### src/rtl/draw_pkg.sv
// Shared constants and types for the 160x120, 9-bit-colour VGA car map:
// coordinate widths, erase background colour and the frame scheduler state encoding.
package draw_pkg;

  localparam int SCREEN_W = 160;
  localparam int SCREEN_H = 120;

  localparam int X_W   = 8;
  localparam int Y_W   = 7;
  localparam int DIR_W = 3;
  localparam int COL_W = 9;

  // Colour the drawer paints when a command has eng_erase set.
  localparam logic [COL_W-1:0] BG_COLOUR = 9'h000;

  typedef enum logic [2:0] {
    S_IDLE    = 3'd0,
    S_E_ISSUE = 3'd1,
    S_E_WAIT  = 3'd2,
    S_D_ISSUE = 3'd3,
    S_D_WAIT  = 3'd4,
    S_FINISH  = 3'd5
  } sched_state_t;

  typedef struct packed {
    logic [X_W-1:0]   x;
    logic [Y_W-1:0]   y;
    logic [DIR_W-1:0] dir;
  } car_pos_t;

endpackage

### src/rtl/draw_watchdog.sv
// Wait-state watchdog: counts enabled cycles since the last clear.
// o_expired is combinational and marks the TIMEOUT_CYCLES-th enabled cycle.
module draw_watchdog #(
  parameter int TIMEOUT_CYCLES = 512
) (
  input  logic clk,
  input  logic resetn,
  input  logic i_clr,
  input  logic i_en,
  output logic o_expired
);

  localparam int CNT_W = $clog2(TIMEOUT_CYCLES + 1);

  logic [CNT_W-1:0] r_cnt;

  assign o_expired = i_en && (r_cnt == CNT_W'(TIMEOUT_CYCLES - 1));

  always_ff @(posedge clk) begin
    if (!resetn || i_clr) begin
      r_cnt <= '0;
    end else if (i_en && !o_expired) begin
      r_cnt <= r_cnt + 1'b1;
    end
  end

endmodule

### src/rtl/car_frame_scheduler.sv
// Per-frame sprite sequencer: snapshots cars on frame_tick, erases old positions, then draws new ones.
// First eng_start 2+ cycles after the tick (one extra per skipped slot); one command outstanding, advanced by eng_done or watchdog.
module car_frame_scheduler
  import draw_pkg::*;
#(
  parameter int NUM_CARS       = 2,
  parameter int TIMEOUT_CYCLES = 512
) (
  input  logic                      clk,
  input  logic                      resetn,
  input  logic                      frame_tick,
  input  logic [NUM_CARS*X_W-1:0]   car_x,
  input  logic [NUM_CARS*Y_W-1:0]   car_y,
  input  logic [NUM_CARS*DIR_W-1:0] car_dir,
  input  logic [NUM_CARS-1:0]       car_valid,
  output logic                      eng_start,
  output logic [X_W-1:0]            eng_x,
  output logic [Y_W-1:0]            eng_y,
  output logic [DIR_W-1:0]          eng_dir,
  output logic                      eng_erase,
  input  logic                      eng_done,
  output logic                      frame_busy,
  output logic                      frame_done,
  output logic                      overrun,
  output logic                      timeout_err
);

  localparam int               IDX_W    = (NUM_CARS > 1) ? $clog2(NUM_CARS) : 1;
  localparam logic [IDX_W-1:0] LAST_IDX = IDX_W'(NUM_CARS - 1);

  sched_state_t                  r_state;
  logic [IDX_W-1:0]              r_idx;
  logic [NUM_CARS-1:0]           r_new_valid;
  logic [NUM_CARS-1:0]           r_prev_valid;
  car_pos_t [NUM_CARS-1:0]       r_new;
  car_pos_t [NUM_CARS-1:0]       r_prev;

  logic w_wd_clr;
  logic w_wd_en;
  logic w_wd_expired;
  logic w_wait_over;
  logic w_last;

  assign w_wd_clr    = (r_state == S_E_ISSUE) || (r_state == S_D_ISSUE);
  assign w_wd_en     = (r_state == S_E_WAIT)  || (r_state == S_D_WAIT);
  assign w_wait_over = eng_done || w_wd_expired;
  assign w_last      = (r_idx == LAST_IDX);

  draw_watchdog #(
    .TIMEOUT_CYCLES(TIMEOUT_CYCLES)
  ) u_watchdog (
    .clk      (clk),
    .resetn   (resetn),
    .i_clr    (w_wd_clr),
    .i_en     (w_wd_en),
    .o_expired(w_wd_expired)
  );

  always_ff @(posedge clk) begin
    if (!resetn) begin
      r_state      <= S_IDLE;
      r_idx        <= '0;
      r_new_valid  <= '0;
      r_prev_valid <= '0;
      r_new        <= '0;
      r_prev       <= '0;
      eng_start    <= 1'b0;
      eng_x        <= '0;
      eng_y        <= '0;
      eng_dir      <= '0;
      eng_erase    <= 1'b0;
      frame_busy   <= 1'b0;
      frame_done   <= 1'b0;
      overrun      <= 1'b0;
      timeout_err  <= 1'b0;
    end else begin
      eng_start  <= 1'b0;
      frame_done <= 1'b0;
      // Ticks are honoured only from IDLE; anywhere else they are flagged and dropped.
      if (frame_tick && (r_state != S_IDLE)) begin
        overrun <= 1'b1;
      end

      case (r_state)
        S_IDLE: begin
          frame_busy <= frame_tick;
          if (frame_tick) begin
            for (int i = 0; i < NUM_CARS; i++) begin
              r_new[i].x   <= car_x[i*X_W +: X_W];
              r_new[i].y   <= car_y[i*Y_W +: Y_W];
              r_new[i].dir <= car_dir[i*DIR_W +: DIR_W];
            end
            r_new_valid <= car_valid;
            r_idx       <= '0;
            r_state     <= S_E_ISSUE;
          end
        end

        S_E_ISSUE: begin
          if (r_prev_valid[r_idx]) begin
            eng_start <= 1'b1;
            eng_x     <= r_prev[r_idx].x;
            eng_y     <= r_prev[r_idx].y;
            eng_dir   <= r_prev[r_idx].dir;
            eng_erase <= 1'b1;
            r_state   <= S_E_WAIT;
          end else if (w_last) begin
            r_idx   <= '0;
            r_state <= S_D_ISSUE;
          end else begin
            r_idx <= r_idx + 1'b1;
          end
        end

        S_E_WAIT: begin
          if (w_wait_over) begin
            if (!eng_done) begin
              timeout_err <= 1'b1;
            end
            if (w_last) begin
              r_idx   <= '0;
              r_state <= S_D_ISSUE;
            end else begin
              r_idx   <= r_idx + 1'b1;
              r_state <= S_E_ISSUE;
            end
          end
        end

        S_D_ISSUE: begin
          if (r_new_valid[r_idx]) begin
            eng_start <= 1'b1;
            eng_x     <= r_new[r_idx].x;
            eng_y     <= r_new[r_idx].y;
            eng_dir   <= r_new[r_idx].dir;
            eng_erase <= 1'b0;
            r_state   <= S_D_WAIT;
          end else if (w_last) begin
            r_state <= S_FINISH;
          end else begin
            r_idx <= r_idx + 1'b1;
          end
        end

        S_D_WAIT: begin
          if (w_wait_over) begin
            if (!eng_done) begin
              timeout_err <= 1'b1;
            end
            if (w_last) begin
              r_state <= S_FINISH;
            end else begin
              r_idx   <= r_idx + 1'b1;
              r_state <= S_D_ISSUE;
            end
          end
        end

        S_FINISH: begin
          r_prev       <= r_new;
          r_prev_valid <= r_new_valid;
          r_idx        <= '0;
          frame_done   <= 1'b1;
          r_state      <= S_IDLE;
        end

        default: begin
          r_state <= S_IDLE;
        end
      endcase
    end
  end

endmodule

### config.mk
export PLATFORM = sky130hd
export DESIGN_NAME = car_frame_scheduler
export DESIGN_NICKNAME = d
export VERILOG_FILES = /design/src/rtl/draw_pkg.sv /design/src/rtl/draw_watchdog.sv /design/src/rtl/car_frame_scheduler.sv
export SDC_FILE = /design/constraint.sdc
export NUM_CORES = 1
export LEC_CHECK = 0
export ABC_AREA = 1
export CAP_MARGIN = 10
export CELL_PAD_IN_SITES_DETAIL_PLACEMENT = 2
export CELL_PAD_IN_SITES_GLOBAL_PLACEMENT = 2
export CORE_UTILIZATION = 33
export CTS_CLUSTER_SIZE = 25
export DETAILED_ROUTE_END_ITERATION = 16
export PLACE_DENSITY = 0.95
export REMOVE_ABC_BUFFERS = 1
export SYNTH_ARGS = -nofsm -noshare
export SYNTH_HDL_FRONTEND = slang
export SYNTH_SLANG_ARGS = --single-unit
### constraint.sdc
create_clock -name clk -period 4.8 [get_ports clk]
set_clock_uncertainty 0.15 [all_clocks]
set_input_delay 0.48 -clock clk [delete_from_list [all_inputs] [get_ports clk]]
set_output_delay 0.48 -clock clk [all_outputs]
set_load 0.01 [all_outputs]
==> impl_metrics.py <==
metrics = {
    "floorplanning": {
        "die_x_um": 124,
        "core_area_um2": 14500,
        "initial_utilization": 0.337,
        "die_h_um": 124,
        "io_pins": 66,
        "rows": 44,
        "die_area_um2": 15300,
    },
    "synth": {
        "mappedNetlistArea_um2": 4880,
        "ys_warn_count": 0,
        "synth-seq-cells": 114,
        "ys_types": 29,
        "synth_seq_area_share": 0.468,
        "synth_cells": 675,
        "avgSynthCellArea_um2": 7.23,
    },
    "setup_path": {
        "worst_path_max_delay_cell": "nor2_4",
        "crit_chain": "inv_2 > nand2_4 > nor2_4 > nand2_2 > nand2_1 > buf_4 > o21ai_0 > a31oi_1",
        "critPathBufInv": 2,
        "crit_cells": 8,
        "crit_family": "simple AND/OR/NAND/NOR gates",
        "slowest_delay_ns": 0.60,
        "cp_data_arrival_time_ns": 3.12,
        "r2r_cells": 8,
        "critPathKind": "reg2reg",
        "critPathCaptureType": "flip-flop",
        "ff2ff_setup_slack_ns": 1.84,
        "critPathLaunchType": "flip-flop",
        "crit_required_ns": 4.96,
        "path_max_fanout": 27,
    },
    "clock_network": {
        "cts.clk_slew.worst_paths_ns": 0.05,
        "cts_buffers": 17,
        "postCtsHoldBufs": 0,
        "cts_tree": "yes",
        "clk_path_buf_depth": 2,
        "clock_sinks": 114,
        "postCtsSetupBuffers": 0,
        "htreeDepth": 4,
        "cts_resized": 0,
        "cts-root-buf": "clkbuf_16",
        "clkLatencyLatePin_ns": 0.42,
    },
    "power_and_ir_drop": {
        "p_leak_nw": 2.20,
        "p_seq_frac": 0.374,
        "ir_worst_vdd_v": 0.000252,
        "p_switching_mw": 1.13,
        "power.internal_mw": 2.19,
        "combPwrFrac": 0.238,
        "p_per_area_nw_per_um2": 537,
        "switching_share": 0.341,
        "power_frac_clock": 0.388,
    },
    "sta": {
        "hold_ws_ns": 0.308,
        "tightest_slew_ns": 1.18,
        "fmax_ghz": 0.338,
        "tns_ns": 0,
        "period_needed_ns": 2.96,
        "maxSlewViolCount": 0,
        "setup_violations": 0,
        "relSlewSlack": 0.212,
        "rsz0062_at_grt": "no",
        "fin_crit_sh": 0.616,
        "finalHoldViolCount": 0,
    },
    "hold_path": {
        "hold_depth": 2,
        "hold_path.class": "reg2reg",
    },
    "routing": {
        "drcViolationCount": 1,
        "drt_pass1_iterations": 10,
        "avgViaCountPerCell": 5.49,
        "drtIter0Drc": 299,
        "postRouteAntennaNets": 0,
        "routedWlPerCell_um": 22.2,
        "vias": 5021,
        "drt-total-wl_mm": 20.3,
    },
    "placed_design": {
        "io_buffers": 65,
        "placed_cells": 885,
        "dp_hpwl_mm": 11.0,
        "place_area_um2": 5600,
        "gp_congestion": 0.766,
    },
    "final_layout": {
        "layout-drive-gt1-share": 0.0795,
        "antennaDiodeCount": 0,
        "instances_no_fill": 914,
        "area.growth.synth_to_final_pct": 26.7,
        "layout.nets": 763,
        "final_cell_area_um2": 6180,
    },
    "global_route": {
        "overflow": 0,
        "grt_pass1_wl_mm": 31.0,
        "grt_max_degree": 79,
        "antenna_found_initial": 0,
        "grt_pass1_vias": 5655,
        "track_usage": 0.274,
    },
    "run": {
        "cap_viol_max_count": 0,
    },
    "run_status": {
        "status": "complete, but fails checks",
        "violations": "DRC",
    },
}
-- logic make-up after synthesis --
kind of cell / Yosys count / synth area share
AOI/OAI and AO/OA: 232 / 0.245
adders and majority gates: 1 / 0.00256
buffers and inverters: 129 / 0.109
xor gates and xnor gates: 3 / 0.00538
and+or+nand+nor: 196 / 0.171
DFF: 114 / 0.468
-- sequential cells by signal, indices dropped and copies added, names as in the netlist --
register and cells:
eng_dir 3, eng_erase 1, eng_start 1, eng_x 8, eng_y 7, frame_busy 1
frame_done 1, overrun 1, r_idx 1, r_new 36, r_new_valid 2, r_prev 36
r_prev_valid 2, r_state 3, timeout_err 1, u_watchdog.r_cnt 10
-- power by group through the flow --
stage          clock network (mW)  logic (mW)  registers, mW
6_report                     1.29       0.791           1.24
3_5_place_dp                    0       0.742           1.24
4_1_cts                      1.31       0.785           1.24
3_3_place_gp                    0       0.675           1.22
2_1_floorplan                   0       0.383           1.23
5_1_grt                      1.34       0.860           1.25
-- worst paths after layout --
path | to | start
min | r_prev[4]$_SDFFE_PN0P_ | r_prev[4]$_SDFFE_PN0P_
min reg2reg | r_prev[4]$_SDFFE_PN0P_ | r_prev[4]$_SDFFE_PN0P_
max | eng_y[5]$_SDFFE_PN0P_ | r_state[2]$_SDFFE_PN0P_
max reg2reg | eng_y[5]$_SDFFE_PN0P_ | r_state[2]$_SDFFE_PN0P_
-- cell usage after synthesis --
cell	instances	share of area
and3_1	1	0.0013
xnor2_1	1	0.0018
buf_6	2	0.0046
nor2_2	3	0.0038
inv_1	74	0.057
clkbuf_1	24	0.018
nand2_1	123	0.095
nand4_1	2	0.0026
o21ai_1	13	0.013
nor2_4	2	0.0046
a31oi_1	18	0.023
nand3_1	32	0.033
or2_1	1	0.0013
a22oi_1	1	0.0015
nand3b_1	1	0.0015
nand3_2	1	0.0021
ha_1	1	0.0026
o21ai_0	105	0.11
nand2_4	1	0.0023
xor2_1	2	0.0036
buf_4	3	0.0046
buf_2	16	0.016
nor2_1	24	0.018
nor3_1	2	0.0021
a21oi_1	92	0.094
o211ai_1	3	0.0046
inv_2	10	0.0077
dfxtp_1	114	0.47
nand2_2	3	0.0038
-- area by class of cell --
type                    count  area (µm²)
inverters                  84         315
repair buffers             71         691
fillers                  1643        8300
flip-flops and latches    114        2280
well taps                 184         230
clock inverters             5        75.1
clock buffers              24         512
multi-input cells         432        2080
-- cell usage in the layout (no fill, tap or decap) --
cell type	Yosys	routed
a21oi_1	92	92
a22oi_1	1	1
a31oi_1	18	18
and3_1	1	1
buf_2	16	1
buf_4	3	6
bufinv_16	0	2
clkbuf_1	24	1
clkbuf_16	0	17
clkbuf_8	0	6
clkdlybuf4s50_1	0	64
clkinv_2	0	3
dfxtp_1	114	113
dfxtp_2	0	1
ha_1	1	1
inv_1	74	74
inv_2	10	10
nand2_1	123	122
nand2_2	3	4
nand2_4	1	1
nand3_1	32	31
nand3_2	1	2
nand3b_1	1	1
nand4_1	2	2
nor2_1	24	24
nor2_2	3	3
nor2_4	2	2
nor3_1	2	2
o211ai_1	3	3
o21ai_0	105	105
o21ai_1	13	13
or2_1	1	1
xnor2_1	1	1
xor2_1	2	2
-- tightest hold or removal path: cells and delay by family (launching register included) --
family                 cells  cell delay (ns)
DFF                        1             0.29
AOI/OAI and AO/OA          1             0.06
buffers and inverters      1             0.06
-- layer usage --
metal  routed length (µm)  global-route usage
met5                    0                   0
met4                  688               0.128
met3                  767              0.0586
met1                 8060               0.300
met2                10700               0.500
-- per-stage QoR --
stage / power, mW / setup WS [ns] / util
floorplan: 1.61 / 1.86 / -
CTS: 3.33 / 1.86 / 0.427
global route: 3.46 / 1.69 / 0.427
detailed placement: 1.98 / 1.92 / 0.386
finish: 3.32 / 1.84 / 0.427
global placement: 1.90 / 2.15 / 0.386
No activity file was read; power rests on OpenSTA's default activity.
